<file path="config.mk">
export PLATFORM = sky130hd
export DESIGN_NAME = alu_pipe
export DESIGN_NICKNAME = d
export VERILOG_FILES = /design/src/rtl/alu_pipe.sv
export SDC_FILE = /design/constraint.sdc
export NUM_CORES = 1
export LEC_CHECK = 0
export CAP_MARGIN = 20
export CORE_MARGIN = 1.5
export CORE_UTILIZATION = 62
export CTS_CLUSTER_SIZE = 16
export DETAILED_ROUTE_END_ITERATION = 10
export HOLD_SLACK_MARGIN = 0.12
export PLACE_DENSITY_LB_ADDON = 0.3
export SYNTH_ARGS = -nofsm -noshare
export SYNTH_HDL_FRONTEND = slang
export SYNTH_SLANG_ARGS = --single-unit
</file>
<file path="constraint.sdc">
create_clock -name clk -period 4.3 [get_ports clk]
set_input_delay 0.43 -clock clk [delete_from_list [all_inputs] [get_ports clk]]
set_output_delay 0.43 -clock clk [all_outputs]
set_load 0.03 [all_outputs]
</file>
<file path="src/rtl/alu_pipe.sv">
// Registered ALU with valid/ready handshakes on both sides and an iterative shift-add multiplier.
// Single-cycle ops complete in one cycle; MUL occupies the block for WIDTH+1 cycles.
//
// state | meaning
// IDLE  | empty, ready to accept
// MUL   | shift-add multiply in progress, count steps remaining
// DONE  | result and flags held on Y/flag_* until out_ready
module alu_pipe #(
    parameter int WIDTH = 32,
    parameter int SHW   = $clog2(WIDTH)
) (
    input  logic             clk,
    input  logic             rst_n,
    input  logic             in_valid,
    output logic             in_ready,
    input  logic [3:0]       Op_code,
    input  logic [WIDTH-1:0] A,
    input  logic [WIDTH-1:0] B,
    output logic             out_valid,
    input  logic             out_ready,
    output logic [WIDTH-1:0] Y,
    output logic             flag_z,
    output logic             flag_n,
    output logic             flag_c,
    output logic             flag_v,
    output logic             flag_err
);

    localparam int CW = $clog2(WIDTH + 1);
    localparam logic [CW-1:0] MUL_STEPS = CW'(WIDTH);

    localparam logic [3:0] OP_PASS_A = 4'h0;
    localparam logic [3:0] OP_ADD    = 4'h1;
    localparam logic [3:0] OP_SUB    = 4'h2;
    localparam logic [3:0] OP_AND    = 4'h3;
    localparam logic [3:0] OP_OR     = 4'h4;
    localparam logic [3:0] OP_INC    = 4'h5;
    localparam logic [3:0] OP_DEC    = 4'h6;
    localparam logic [3:0] OP_PASS_B = 4'h7;
    localparam logic [3:0] OP_XOR    = 4'h8;
    localparam logic [3:0] OP_SHL    = 4'h9;
    localparam logic [3:0] OP_SHR    = 4'hA;
    localparam logic [3:0] OP_SRA    = 4'hB;
    localparam logic [3:0] OP_MUL    = 4'hC;

    typedef enum logic [1:0] {
        IDLE = 2'd0,
        MUL  = 2'd1,
        DONE = 2'd2
    } state_t;

    state_t state, state_next;

    logic               accept;
    logic               is_mul;
    logic [WIDTH-1:0]   arith_b;
    logic [WIDTH:0]     add_ext;
    logic [WIDTH:0]     sub_ext;
    logic [SHW-1:0]     shamt;
    logic [WIDTH-1:0]   res_y;
    logic               res_c;
    logic               res_v;
    logic               res_err;

    logic [2*WIDTH-1:0] mcand;
    logic [WIDTH-1:0]   mplier;
    logic [2*WIDTH-1:0] acc;
    logic [CW-1:0]      count;

    assign in_ready  = (state == IDLE) || ((state == DONE) && out_ready);
    assign out_valid = (state == DONE);
    assign accept    = in_valid && in_ready;
    assign is_mul    = (Op_code == OP_MUL);

    // INC/DEC reuse the adder/subtractor with a constant 1, so carry and overflow fall out the same way
    assign arith_b = ((Op_code == OP_INC) || (Op_code == OP_DEC)) ? WIDTH'(1) : B;
    assign add_ext = {1'b0, A} + {1'b0, arith_b};
    assign sub_ext = {1'b0, A} - {1'b0, arith_b};
    assign shamt   = B[SHW-1:0];

    always_comb begin
        res_y   = '0;
        res_c   = 1'b0;
        res_v   = 1'b0;
        res_err = 1'b0;
        case (Op_code)
            OP_PASS_A: res_y = A;
            OP_ADD, OP_INC: begin
                res_y = add_ext[WIDTH-1:0];
                res_c = add_ext[WIDTH];
                res_v = (A[WIDTH-1] == arith_b[WIDTH-1]) && (res_y[WIDTH-1] != A[WIDTH-1]);
            end
            OP_SUB, OP_DEC: begin
                res_y = sub_ext[WIDTH-1:0];
                res_c = sub_ext[WIDTH];
                res_v = (A[WIDTH-1] != arith_b[WIDTH-1]) && (res_y[WIDTH-1] != A[WIDTH-1]);
            end
            OP_AND:    res_y = A & B;
            OP_OR:     res_y = A | B;
            OP_PASS_B: res_y = B;
            OP_XOR:    res_y = A ^ B;
            OP_SHL:    res_y = A << shamt;
            OP_SHR:    res_y = A >> shamt;
            OP_SRA:    res_y = $unsigned($signed(A) >>> shamt);
            OP_MUL:    res_y = '0;
            default:   res_err = 1'b1;
        endcase
    end

    always_ff @(posedge clk or negedge rst_n) begin
        if (!rst_n) begin
            state <= IDLE;
        end else begin
            state <= state_next;
        end
    end

    always_comb begin
        state_next = state;
        case (state)
            IDLE: begin
                if (accept) begin
                    state_next = is_mul ? MUL : DONE;
                end
            end
            MUL: begin
                if (count == '0) begin
                    state_next = DONE;
                end
            end
            DONE: begin
                if (accept) begin
                    state_next = is_mul ? MUL : DONE;
                end else if (out_ready) begin
                    state_next = IDLE;
                end
            end
            default: state_next = IDLE;
        endcase
    end

    always_ff @(posedge clk or negedge rst_n) begin
        if (!rst_n) begin
            Y        <= '0;
            flag_z   <= 1'b0;
            flag_n   <= 1'b0;
            flag_c   <= 1'b0;
            flag_v   <= 1'b0;
            flag_err <= 1'b0;
            mcand    <= '0;
            mplier   <= '0;
            acc      <= '0;
            count    <= '0;
        end else if (accept) begin
            if (is_mul) begin
                mcand  <= {{WIDTH{1'b0}}, A};
                mplier <= B;
                acc    <= '0;
                count  <= MUL_STEPS;
            end else begin
                Y        <= res_y;
                flag_z   <= (res_y == '0);
                flag_n   <= res_y[WIDTH-1];
                flag_c   <= res_c;
                flag_v   <= res_v;
                flag_err <= res_err;
            end
        end else if (state == MUL) begin
            if (count != '0) begin
                if (mplier[0]) begin
                    acc <= acc + mcand;
                end
                mcand  <= mcand << 1;
                mplier <= mplier >> 1;
                count  <= count - 1'b1;
            end else begin
                // low half is the result; any set bit in the high half means the product overflowed
                Y        <= acc[WIDTH-1:0];
                flag_z   <= (acc[WIDTH-1:0] == '0);
                flag_n   <= acc[WIDTH-1];
                flag_c   <= |acc[2*WIDTH-1:WIDTH];
                flag_v   <= 1'b0;
                flag_err <= 1'b0;
            end
        end
    end

endmodule

</file>
* Yosys cells after proc, flatten, opt, wreduce, memory -nomap -nowiden *
Index checks and enable logic that the tools add are counted.

word-level totals
  bits in registers = 205
  input port bits = 72
  output and inout port bits = 39
  word-level logic and storage cells = 118

operators by class
  bitwise operators = 3
  add/sub/neg operators = 4
  eq/ne operators = 24
  shift operators = 3
  reduce and logical (&&, ||, !) cells = 23
  muxes and demuxes = 50

operators with widths
  cell                count
  $mux 64             9
  $pmux 32 s10        1
  $mux 32             9
  $add 64x64->64      1
  $logic_not 32->1    2
  $add 32x32->33      1
  $sub 32x32->33      1
  $and 32x32->32      1
  $or 32x32->32       1
  $reduce_or 32->1    1
  $shl 32x5->32       1
  $shr 32x5->32       1
  $sshr 32x5->32      1
  $xor 32x32->32      1
  $mux 6              4
  $eq 4x4->1 const B  5
  $mux 1              19
  $eq 4x3->1 const B  4
  $reduce_or 12->1    1
  $mux 2              5
  $reduce_and 3->1    3
  $eq 4x2->1 const B  2
  $ne 2x2->1 const B  4
  $logic_not 6->1     1
  other kinds (18)    28

* Depth between registers and ports, before layout *
  depth after elaboration = 9
  gate-level depth with buffers = 22
  depth with buffers taken out = 19

* Worst setup path after synthesis *
No wires, ideal clock.

  kind = input to register
  start point = input port Op_code[2]
  end point = register flag_z
  slack = -0.366 ns
  buffers on the path = 4
  stages on the path = 21
  arrival time = 4.586 ns
  data required time = 4.220 ns
  library setup time = 0.080 ns
  cell sequence = buf_2 -> buf_2 -> buf_2 -> nor2b_1 -> nand2_1 -> clkbuf_1 -> nand2_1 -> ha_1 -> fa_1 -> o21ai_1 -> a21o_1 -> o21ai_1 -> o41ai_2 -> a221o_1 -> or4b_1 -> nand4b_1 -> o221ai_1 -> nor4_1 -> and4_1 -> nand2_1 -> o211ai_2

on the way
  cells in the longest elaborated chain, start to end = 8
  elaborated cells on any way between the ends = 25
  those cells by class = add/sub: 2; eq/ne: 13; mux: 4; reduce/logical: 6

RTL lines
  what                                              line    text
  start, declared                                   16      input logic [3:0] Op_code,
  $eq 4x3->1                                        76, 86
  $logic_or 1x1->1                                  76      assign arith_b = ((Op_code == OP_INC) || (Op_code == OP_DEC)) ? WIDTH'(1) : B;
  $mux 32                                           76
  $sub 32x32->33 or $add 32x32->33 (tied branches)  78, 77
  $pmux 32 s10                                      86      case (Op_code)
  $logic_not 32->1                                  162     flag_z <= (res_y == '0);
  $mux 1                                            155     if (is_mul) begin
  $mux 1                                            154     end else if (accept) begin
  end signal, assigned                              162
  end signal, assigned                              179     flag_z <= (acc[WIDTH-1:0] == '0);
  end, declared                                     22      output logic flag_z,

Parallel ways exist; a longest one is shown, timed or not. The select of a mux whose other input is x is not followed.
A chain may end at the register's enable or synchronous reset.

* Worst setup path after layout *
  start point = register mcand[8]
  end point = register acc[47]

on the way
  cells in the longest elaborated chain, start to end = 5

RTL lines
  what                    line  text
  start, declared         65    logic [2*WIDTH-1:0] mcand;
  start signal, assigned  156   mcand <= {{WIDTH{1'b0}}, A};
  start signal, assigned  173   mcand <= mcand << 1;
  $add 64x64->64          171   acc <= acc + mcand;
  $mux 64                 170   if (mplier[0]) begin
  $mux 64                 169   if (count != '0) begin
  $mux 64                 168   end else if (state == MUL) begin
  $mux 64                 154
  end signal, assigned    171
  end, declared           67    logic [2*WIDTH-1:0] acc;

Every way passes these cells. The select of a mux whose other input is x is not followed.

==> impl_metrics.tcl <==
set metrics [dict create \
    run_status "finished, final reports clean" \
    worstSetupPathType "reg -> reg" \
    clock_latency_ps 560 \
    portBuffers 110 \
    synth_mux_area_frac 0.09963 \
    hold_viol 0 \
    grt_overflow 0 \
    grt_pass1_wl_um 150100 \
    grt_pass1_vias 25517 \
    htreeDepth 1 \
    synth_fp_nets 3288 \
    drc 0 \
    finalPower_mw 13.29 \
    cts_tree "done" \
    core_area_um2 36610 \
    root_buffer "clkbuf_16" \
    antenna_found_initial 2 \
    rsz0062_at_grt "no" \
    synth_xor_area_frac 0.02888 \
    yosys.area_share.simple 0.2134 \
    via_count 26949 \
    avgSynthCellArea_um2 7.656 \
    ys_types 99 \
    die_h_um 195.8 \
    fin_nets 3629 \
    synthFlopType "dfrtp_1" \
    dp_cells 3789 \
    hold_class "in -> reg" \
    synth_fa_ha_area_frac 0.1128 \
    leakagePower_nw 13.39 \
    final_common_cell "nand2_1" \
    yosysTopAreaCell "dfrtp_1" \
    finalSetupTns_ps 0 \
    endpoint_kind "flop" \
    period_share 0.9763 \
    drt_pass1_iterations 10 \
    place_congestion 1.115 \
    ir_drop_v 0.0005659 \
    stdcell_count 3837 \
    fmax_mhz 238.2 \
    yosys-top-cells-area "dfrtp_1 22%, ha_1 11%, nand2_1 8.2%" \
    drt_iter0_drc 3710 \
    synth_top_area_frac 0.2215 \
    synthCells 3010 \
    final_max_slew_viol_count 0 \
    grtUsageTotal 0.5083 \
    synth.yosys.seq_area_share 0.2215 \
    arrival_ps 4660 \
    async_reset_ff_frac 1.000 \
    cts_buffers 22 \
    clock_sinks 204 \
    synthToLayoutAreaGrowth_pct 22.70 \
    num_rows 70 \
    die_w_um 195.8 \
    ys_ff_latch 204 \
    synthesis.area_um2 23050 \
    synth_compound_area_frac 0.2529 \
    max_cap_violations 0 \
    relSlewSlack 0.2701 \
    pin_count 111 \
    clk_path_buf_depth 3 \
    cellPowerDensity_nw_per_um2 470.0 \
    tightest_slew_ps 1095 \
    fin_hold_ws_ps 367.9 \
    dpl.hpwl_um 74880 \
    crit_fanout 5 \
    viasPerCell 7.023 \
    final-setup-viol-count 0 \
    skew_ps 35.81 \
    die_area_um2 38340 \
    synth_edf_count 0 \
    start_util 0.6295 \
    post_drt_wl_per_cell_um 25.76 \
    fillCellCount 2562 \
    drt_wl_total_um 98850 \
    crit_required_ps 4760 \
    drive_above_1_share 0.1904 \
    cp-start-kind "flop" \
    synth_top_family_by_area "compound AO/OA/AOI/OAI gates" \
    grt_max_degree 88 \
    final_cell_mix "504 x nand2_1, 424 x buf_4, 256 x nor2_1" \
    path_clk_slew_ps 70 \
    fin_crit_ps 4198 \
    yosys_warnings 0 \
    drtAntennaViolNets 0 \
]
per-layer routing:
metal  up-vias  wire length [um]  track usage
met1     12645             36820       0.6813
met3       516             14990       0.1551
met4         0              7276       0.2892
met5         -                 0            0
met2      2185             39760       0.7275
li1      11603                 -            -
worst paths after layout:
| check | startpoint | to | slack, ps | cells past startpoint |
|---|---|---|---|---|
| setup / recovery | mcand[8] | acc[47] | 100 | 14 |
| hold / removal | B[0] | mplier[0] | 370 | 4 |
| setup reg to reg | mcand[8] | acc[47] | 100 | 14 |
| hold reg to reg | Y[15] | Y[15] | 480 | 2 |
| max in group asynchronous | rst_n | mplier[22] | 2840 | 3 |
| min in group asynchronous | rst_n | Y[26] | 470 | 2 |
registers in the layout (all words and copies together), names as in the netlist, 2 cells and up:
register	cells
acc	64
mcand	64
Y	32
mplier	32
count	6
state	2
report_power, final:
| group | total [mW] | internal, mW | switching (mW) |
|---|---|---|---|
| combinational | 7.83 | 3.03 | 4.80 |
| clock | 2.25 | 1.36 | 0.893 |
| sequential | 3.21 | 2.57 | 0.638 |
through the flow:
step                  util  setup WS, ps  instance area (um2)
floorplan                -         9.695                23140
global placement    0.7454        -809.5                27290
detailed placement  0.7454        -957.7                27290
CTS                 0.7716         42.52                28250
global route        0.7722         26.38                28270
finish              0.7724         101.7                28280
final cells by class:
type | instances | area (um2) | share of cell area
clock buffers | 28 | 633.1 | 0.02239
inverters | 146 | 558.0 | 0.01973
flip-flops and latches | 204 | 5105 | 0.1805
diodes | 2 | 5.005 | 0.0001770
well taps | 468 | 585.6 | 0.02071
multi-input cells | 2421 | 16460 | 0.5822
clock inverters | 12 | 220.2 | 0.007788
repair buffers | 556 | 4708 | 0.1665
kinds of logic after synthesis:
kind of cell / after synthesis
adders and majority gates: 206
buffers and inverters: 386
xor gates and xnor gates: 76
muxes: 157
and+or+nand+nor: 1097
AOI/OAI and AO/OA: 884
DFF: 204
cells in the mapped netlist, drive strengths merged, types with 10 or more instances:
library cell / number
inv: 144
a211oi: 42
o311ai: 11
o22ai: 17
o21ai: 209
dfrtp: 204
o21a: 11
a22oi: 12
clkbuf: 168
and3: 17
nor4: 29
a21oi: 200
a22o: 17
nor2b: 22
nand4: 25
a221o: 16
xnor2: 50
o31ai: 20
a31oi: 82
xor2: 26
nor2: 258
mux4: 53
or3: 11
o211ai: 33
nand3: 83
nor3: 50
o21bai: 16
a221oi: 23
a21o: 60
nand2b: 28
nand3b: 10
mux2: 31
mux2i: 73
nand2: 506
ha: 203
and2: 13
buf: 72
o221ai: 13
worst max-delay path: stages (launching register included):
cell and delay [ps]:
dfrtp_1 420, ha_1 380, a21oi_1 310, nand2_1 120, or4_1 440, nand3_1 210, a21oi_1 140, a21oi_2 300
o31ai_1 200, a221o_1 390, a21oi_2 260, o31ai_1 190, a2111oi_1 440, a41oi_1 110, o21ai_1 190
repair_timing:
action / 4_1_cts / 5_1_grt
endpoints found under the setup margin: 17 / 11
gates resized for setup: 15 / 10
buffers inserted: 3 / 1
hold buffers: 1 / 0
gates cloned: 1 / 0
hold endpoints to repair: 77 / 0
pin swaps: 5 / 5
Note: power is estimated with default switching activity, not from simulation.
